--- config.mk ---
export PLATFORM = sky130hd
export DESIGN_NAME = scan_decoder
export DESIGN_NICKNAME = d
export VERILOG_FILES = /design/src/rtl/scan_decoder_pkg.sv /design/src/rtl/scan_decoder_onehot_decode.sv /design/src/rtl/scan_decoder.sv
export SDC_FILE = /design/constraint.sdc
export NUM_CORES = 1
export LEC_CHECK = 0
export ABC_AREA = 1
export CAP_MARGIN = 20
export CORE_AREA = 2 2 50 52
export DETAILED_ROUTE_END_ITERATION = 12
export DIE_AREA = 0 0 52 54
export PLACE_DENSITY = 0.88
export SLEW_MARGIN = 20
export SYNTH_ARGS = -nofsm -noshare
export SYNTH_HDL_FRONTEND = slang
export SYNTH_SLANG_ARGS = --single-unit
--- constraint.sdc ---
create_clock -name clk -period 2.54 [get_ports clk]
set_input_delay 0.762 -clock clk [delete_from_list [all_inputs] [get_ports clk]]
set_output_delay 0.762 -clock clk [all_outputs]
set_load 0.01 [all_outputs]
--- src/rtl/scan_decoder_pkg.sv ---
// Shared types and constants for the scan decoder.
// Command modes and the two-state control FSM encoding.
package scan_decoder_pkg;

    localparam logic MODE_DIRECT = 1'b0;
    localparam logic MODE_SCAN   = 1'b1;

    typedef enum logic {
        ST_IDLE,
        ST_ACTIVE
    } state_t;

endpackage

--- src/rtl/scan_decoder_onehot_decode.sv ---
// Combinational address to one-hot decoder with enable.
// Generalised form of the original 2-to-4 decoder.
module onehot_decode #(
    parameter int ADDR_W = 3
) (
    input  logic [ADDR_W-1:0]      addr,
    input  logic                   en,
    output logic [(1<<ADDR_W)-1:0] out
);

    localparam int OUT_W = 1 << ADDR_W;

    always_comb begin
        out = '0;
        for (int i = 0; i < OUT_W; i++) begin
            out[i] = en && (addr == ADDR_W'(i));
        end
    end

endmodule

--- src/rtl/scan_decoder.sv ---
// Registered scan decoder: command handshake, per-step dwell
// timer and wrapping auto-increment over an address range.
module scan_decoder
    import scan_decoder_pkg::*;
#(
    parameter int ADDR_W  = 3,
    parameter int DWELL_W = 4
) (
    input  logic                   clk,
    input  logic                   reset_n,
    input  logic                   cmd_valid,
    output logic                   cmd_ready,
    input  logic                   cmd_mode,
    input  logic [ADDR_W-1:0]      cmd_addr,
    input  logic [ADDR_W-1:0]      cmd_last,
    input  logic [DWELL_W-1:0]     cmd_dwell,
    input  logic                   enable,
    input  logic                   abort,
    output logic [(1<<ADDR_W)-1:0] out,
    output logic [ADDR_W-1:0]      cur_addr,
    output logic                   busy,
    output logic                   done
);

    state_t               state_q, state_d;
    logic [ADDR_W-1:0]    cur_q, cur_d;
    logic [ADDR_W-1:0]    last_q, last_d;
    logic [DWELL_W-1:0]   dwell_q, dwell_d;
    logic [DWELL_W-1:0]   cnt_q, cnt_d;
    logic                 done_q, done_d;

    always_ff @(posedge clk or negedge reset_n) begin
        if (!reset_n) begin
            state_q <= ST_IDLE;
            cur_q   <= '0;
            last_q  <= '0;
            dwell_q <= '0;
            cnt_q   <= '0;
            done_q  <= 1'b0;
        end else begin
            state_q <= state_d;
            cur_q   <= cur_d;
            last_q  <= last_d;
            dwell_q <= dwell_d;
            cnt_q   <= cnt_d;
            done_q  <= done_d;
        end
    end

    always_comb begin
        state_d = state_q;
        cur_d   = cur_q;
        last_d  = last_q;
        dwell_d = dwell_q;
        cnt_d   = cnt_q;
        done_d  = 1'b0;
        unique case (state_q)
            ST_IDLE: begin
                if (cmd_valid) begin
                    state_d = ST_ACTIVE;
                    cur_d   = cmd_addr;
                    last_d  = (cmd_mode == MODE_SCAN) ? cmd_last : cmd_addr;
                    dwell_d = cmd_dwell;
                    cnt_d   = '0;
                end
            end
            ST_ACTIVE: begin
                // abort outranks any step or completion on the same edge
                if (abort) begin
                    state_d = ST_IDLE;
                end else if (enable) begin
                    if (cnt_q < dwell_q) begin
                        cnt_d = cnt_q + 1'b1;
                    end else if (cur_q == last_q) begin
                        state_d = ST_IDLE;
                        done_d  = 1'b1;
                    end else begin
                        cur_d = cur_q + 1'b1;
                        cnt_d = '0;
                    end
                end
            end
        endcase
    end

    assign busy      = (state_q == ST_ACTIVE);
    assign cmd_ready = (state_q == ST_IDLE);
    assign cur_addr  = cur_q;
    assign done      = done_q;

    onehot_decode #(
        .ADDR_W(ADDR_W)
    ) u_dec (
        .addr(cur_q),
        .en  (enable & busy),
        .out (out)
    );

endmodule

==> results.md, run 1 <==
* Mapped Nets at about 170
* Initial antenna violation count at 0
* Grt peak-use layer: met2
* Static Leak at 0.767 nW
* Max-slew headroom at 0.516
* CP peak stage delay at approximately 0.47 ns
* Setup ws final at 0.213 ns
* Core Area at about 2300 um2
* Clock root buffer master: clkbuf_4
* Worst skew pair latency at between 0.2 and 0.3 ns
* H-tree depth at 1
* Largest net degree at the start of global routing at 17
* 1st-iter DRT viols at 24
* Clk buf depth at 2
* Combinational share of power at 0.495
* Diode count at 0
* Initial Util at 0.481
* CP Launch Type: flip-flop
* Pwr Density at 723 nW/um2
* Final Max Slew Viols at 0
* DP HPWL at 2070 um
* Clock power frac at 0.124
* Vias in the first global route at between 1000 and 1500
* Hold_sp: dwell_q[0]
* P&R area growth vs syn at 32.0%
* First-pass GRT wire length at 4410 um
* Crit path capture type: output pin
* GR Util All Layers at 0.213
* R2r endpoint: cur_addr[1]
* Worst Tran Pin Value at about 0.72 ns
* Post-route minimum period at about 2.3 ns
* Met3 GRT Util at 0.0222
* DIE AREA at 2810 um2
* Hold Vio Cnt, Final at 0
* Top-count cell post-synth: nand2_1
* Synth async-reset ratio at 1.00
* Critical Path AT at 1.56 ns
* Hold depth at 2
* Post-synthesis cell area at 1120 um2
* Most used cell, CP: ha_1
* Peak VDD IR at approximately 0.42 mV
* Total routed wirelength at 2600 um
* Run status: finished, final reports clean
* RSZ-0062 raised after global routing: false
* Layout Nets at 206
* GR met2 Demand/Resource at 0.397
* F_max at around 430 MHz
* Routability cong. at roughly 0.86
* Sw frac at 0.439
* Fillers at 209
* Top post-synthesis cells by area: dfrtp_1 36%, nand2_1 13%, ha_1 11%
* Final Cycle Share at 0.916
* Critical path type: flip-flop to output pin
* Routed vias/inst at about 5.2
* CP Data Required Time at roughly 1.8 ns
* I/O pin total at 30
* Cell row count at 18
* Biggest area consumer among synthesized cells: dfrtp_1
* Cts hold-fix bufs at 0
* Vias at about 1100
* Post-Syn Instances at 147
* CTS tree: yes
* Worst Path Max Fanout at 7
* GRT Residual Overflow at 0
* Share of power burned in registers at 0.381
* Warnings, synthesis at 0
* Top cells by count, synth: 38 x nand2_1, 23 x inv_1, 16 x dfrtp_1, 11 x nand3_1, 10 x ha_1
* EDFF count, synth at 0
* Max-cap violations at 0
* Dpl ws at -0.440 ns
* R2r worst-path depth at 6
* Fin Setup TNS at 0 ns
* Final ANT Viol Nets at 0
* Met1 Track Usage GR at 0.235
* Layout cells sized above 1 at 0.140
* Area post-placement at 1440 um2
* Synth top area share at 0.359
* DRT Pass-1 Iters at 4
* Worst reg2reg path startpoint: cnt_q[3]
* CP cell instances: ha_1 > ha_1 > inv_1 > nor2_1 > dlygate4sd2_1
* Sequential share of the synthesized area at 0.359
* Slowest CP cell: dfrtp_1
* Seq cells post-synth at 16
* Internal at around 0.0006 W
* Setup violations, final at 0
* Min-delay worst type: flip-flop to flip-flop
* Die height at 54 um
* Port bufs at 29
* Cts bufs inserted at 3
* Remaining DRCs at 0
* Syn_area_per_cell at ~7.6 um2
* Reg2reg setup slack at between 0.9 and 1 ns
* Count of cell types in the netlist at 24
* Clock sink count at 16
* Hold endpoint: dwell_q[0]
* NetSw at approximately 0.00047 W
* Worst-path clk slew at roughly 0.090 ns
* Setup bufs post-CTS at 0
* Setup Skew at approximately 0.0042 ns
* Prevailing post-synth register cell: dfrtp_1
* DR WL/cell at 12.5 um
* Post-layout instance area at around 1500 um2
* Die X-Extent at 52 um
state kept, by name (all words and copies together) (netlist names):
signal    cells
cur_addr      3
dwell_q       4
busy          1
cnt_q         4
done          1
last_q        3
worst max-delay path: cells and delay by family (launching register included):
kind / cells / cell delay (ns)
flops: 1 / 0.47
fa+ha+maj: 2 / 0.43
buf+inv: 2 / 0.33
simple gates: 1 / 0.04
timing repair:
| action | in CTS | in global routing |
|---|---|---|
| pin swaps | 1 | 0 |
| resized for setup | 24 | 2 |
| setup endpoints to repair | 8 | 7 |
cells by family after synthesis:
group	count (synthesis)	synth area share
AOI/OAI and AO/OA	15	0.0818
xor gates and xnor gates	2	0.0157
adders and majority gates	10	0.112
buffers and inverters	27	0.101
DFF	16	0.359
and+or+nand+nor	77	0.331
routing by layer:
| metal | share of wire | wire length [um] |
|---|---|---|
| met1 | 0.40 | 1040 |
| met2 | 0.53 | 1370 |
| met3 | 0.040 | 103 |
| met4 | 0.033 | 87 |
| met5 | 0 | 0 |
cell usage in the layout, fill, tap and decap left out, types with 2 or more instances in the layout:
cell             synthesis  routed
a21oi_1                  3       3
clkbuf_4                 0       3
clkdlybuf4s15_2          0       5
clkdlybuf4s50_1          0      20
dfrtp_1                 16      16
ha_1                    10      10
inv_1                   23      23
nand2_1                 38      37
nand2_2                  5       5
nand2_4                  1       2
nand3_1                 11      11
nand4_1                  4       4
nor2_1                   9       9
nor3_1                   6       5
o21ai_0                  9       9
worst max path at each step:
stage | end | from | slack, ns
finish | out[7] | cur_addr[0] | 0.21
detailed placement | out[5] | enable | -0.44
global route | out[7] | cur_addr[0] | 0.15
floorplan | out[0] | enable | 0.61
global placement | out[2] | enable | -0.31
CTS | out[4] | enable | -0.04
metrics by stage:
step	util	std cells	total power, W	hold WS (ns)
after floorplan	-	147	0.000740	0.449
after global routing	0.635	208	0.00117	0.528
final	0.635	208	0.00106	0.509
after detailed placement	0.619	205	0.000933	0.488
after CTS	0.632	208	0.00107	0.512
after global placement	0.619	205	0.000904	0.474
area by class of cell:
type                            instances  area [um2]  area share
Sequential cell                        16         400       0.272
Timing Repair Buffer                   30         300       0.204
Clock buffer                            3        22.5      0.0153
Tap cell                               30        37.5      0.0255
Inverter                               25        96.3      0.0654
Multi-Input combinational cell        104         616       0.418
power by group through the flow:
stage               clock network (W)  registers [W]  logic (W)
finish                       0.000131       0.000406   0.000527
global route                 0.000144       0.000420   0.000602
CTS                          0.000137       0.000404   0.000529
detailed placement                  0       0.000408   0.000525
global placement                    0       0.000404   0.000500
floorplan                           0       0.000398   0.000342
(Power assumes the default switching activity.)
==> inputs of run 2 (changes only) <==
--- a/config.mk
+++ b/config.mk
@@ -10,6 +10,7 @@
 export CORE_AREA = 2 2 50 52
 export DETAILED_ROUTE_END_ITERATION = 12
 export DIE_AREA = 0 0 52 54
+export MAX_ROUTING_LAYER = met4
 export PLACE_DENSITY = 0.88
 export SLEW_MARGIN = 20
 export SYNTH_ARGS = -nofsm -noshare
==> results.md, run 2 (synthesized netlist as in run 1, its figures left out) <==
* Cell row count at 18 (unchanged)
* Clk buf depth at 2 (unchanged)
* Run status: finished, final reports clean
* I/O pin total at 30 (unchanged)
* Hold Vio Cnt, Final at 0 (unchanged)
* Setup Skew at 0.00600 ns (+0.00176 ns)
* Vias in the first global route at 1004 (-2.8%)
* Reg2reg setup slack at 0.99 ns (+0.03 ns)
* Min-delay worst type: flip-flop to flip-flop
* CP Data Required Time at 1.78 ns (about the same)
* Commonest non-fill, non-tap cell in the layout: nand2_1
* Cts hold-fix bufs at 0 (unchanged)
* Final Max Slew Viols at 0 (unchanged)
* Routability cong. at 0.865 (+1.2%)
* Clock root buffer master: clkbuf_4
* Cell family with most CP delay: buffers and inverters
* Worst-path clk slew at 0.10 ns (about the same)
* Routed vias/inst at 5.04 (-2.3%)
* Max-slew headroom at 0.535 (+0.0195)
* Diode count at 0 (unchanged)
* Pwr Density at 750 nW/um2 (+3.7%)
* Die X-Extent at 52 um (unchanged)
* Remaining DRCs at 0 (unchanged)
* CTS tree: yes
* Crit path buf inv count at 2 (unchanged)
* Critical Path AT at 1.70 ns (+0.14 ns)
* Layout cells sized above 1 at 0.143 (+0.00241)
* DRT Pass-1 Iters at 4 (unchanged)
* Setup violations, final at 0 (unchanged)
* Worst skew pair latency at 0.29 ns (about the same)
* CP Launch Type: input pin
* Top Registers: cnt_q (4), dwell_q (4)
* Dpl ws at -0.407 ns (+0.0331 ns)
* # placed instances at 205 (unchanged)
* H-tree depth at 1 (unchanged)
* Final cell count without fillers at 212 (+1.9%)
* Max-cap violations at 0 (unchanged)
* Cts bufs inserted at 3 (unchanged)
* Peak VDD IR at 0.464 mV (+11%)
* GR Util All Layers at 0.203 (-0.0104)
* Slowest CP cell: clkdlybuf4s50_1
* 1st-iter DRT viols at 21 (-13%)
* Initial Util at 0.481 (unchanged)
* CP cell instances: dlygate4sd2_1 > nand2_2 > nor2_1 > clkdlybuf4s50_1
* DR WL/cell at 11.5 um (-7.6%)
* First-pass GRT wire length at 4110 um (-6.7%)
* Most frequent cells in the layout: 37 x nand2_1, 23 x inv_1, 21 x clkdlybuf4s50_1, 14 x dfrtp_1, 11 x nand3_1
* CP peak stage delay at 0.53 ns (+0.06 ns)
* Worst Tran Pin Value at 0.695 ns (-0.0291 ns)
* Static Leak at 0.789 nW (+2.8%)
* Clock sink count at 16 (unchanged)
* RSZ-0062 raised after global routing: false
* Layout Nets at 209 (+1.5%)
* Final Cycle Share at 0.969 (+0.0527)
* P&R area growth vs syn at 33.3%
* Total routed wirelength at 2450 um (-5.8%)
* F_max at 406 MHz (-5.4%)
* Vias at 1068 (-0.47%)
* Largest net degree at the start of global routing at 17 (unchanged)
* Worst Path Max Fanout at 2 (-5)
* DIE AREA at 2810 um2 (unchanged)
* Die height at 54 um (unchanged)
* Final ANT Viol Nets at 0 (unchanged)
* Port bufs at 29 (unchanged)
* GRT Residual Overflow at 0 (unchanged)
* Post-route minimum period at 2.46 ns (+0.134 ns)
* Crit path capture type: output pin
* Core Area at 2320 um2 (unchanged)
* DP HPWL at 1930 um (-6.7%)
* Setup ws final at 0.0794 ns (-0.134 ns)
* Critical path type: input pin to output pin
* Initial antenna violation count at 0 (unchanged)
## run 2: cell types whose count changed in the layout (fill, tap and decap cells not counted), sizes merged
cell / change
buf: +3
clkbuf: +1
clkdlybuf4s15: -5
clkdlybuf4s50: +1
dlygate4sd2: +5
dlymetal6s2s: -1
## run 2: path summary, 6_finish.rpt
kind / startpoint / endpoint / depth (start not counted)
worst max-delay path: enable / out[7] / 4
worst min-delay path: dwell_q[0] / dwell_q[0] / 2
worst max register to register: cnt_q[3] / cur_addr[0] / 6
worst min register to register: dwell_q[0] / dwell_q[0] / 2
max in group asynchronous: reset_n / cur_addr[1] / 1
min in group asynchronous: reset_n / dwell_q[2] / 1
## run 2: what timing repair did
item                       in CTS  in global routing
buffers inserted                1                  2
setup endpoints to repair       8                  1
resized for setup              15                  1
hold endpoints to repair        0                  0
pin swaps                       1                  0
## run 2: worst register-to-register path: stages, from the launching register on
cell	delay, ns
dfrtp_1	0.43
ha_1	0.32
a21oi_2	0.31
nand3_2	0.18
nand3_1	0.14
nand2_1	0.06
nand2_1	0.06
## run 2: cell type report
class                   instances  area, um2
multi-input cells             104        606
well taps                      30       37.5
repair buffers                 33        309
clock buffers                   4       36.3
fillers                       207        832
flip-flops and latches         16        403
inverters                      25       96.3
## run 2: routing by layer
layer	wire length, um	GRT usage
met2	1260	0.359
met4	49	0.0965
met1	1050	0.233
met3	92	0.0167
met5	0	-
## run 2: report_power, final
part | switching (W) | internal, W | leakage, nW
sequential | 0.0000776 | 0.000323 | 0.200
clock | 0.0000802 | 0.0000873 | 0.0210
combinational | 0.000310 | 0.000238 | 0.568
## run 2: per-stage QoR
stage / total power [W] / hold slack, ns / utilization / area [um2] / TNS (ns)
6_report: 0.00112 / 0.490 / 0.641 / 1490 / 0
2_1_floorplan: 0.000740 / 0.449 / - / 1120 / 0
4_1_cts: 0.00110 / 0.492 / 0.634 / 1470 / 0
3_5_place_dp: 0.000929 / 0.466 / 0.619 / 1440 / -2.95
3_3_place_gp: 0.000905 / 0.471 / 0.619 / 1440 / -2.33
5_1_grt: 0.00121 / 0.516 / 0.641 / 1490 / 0
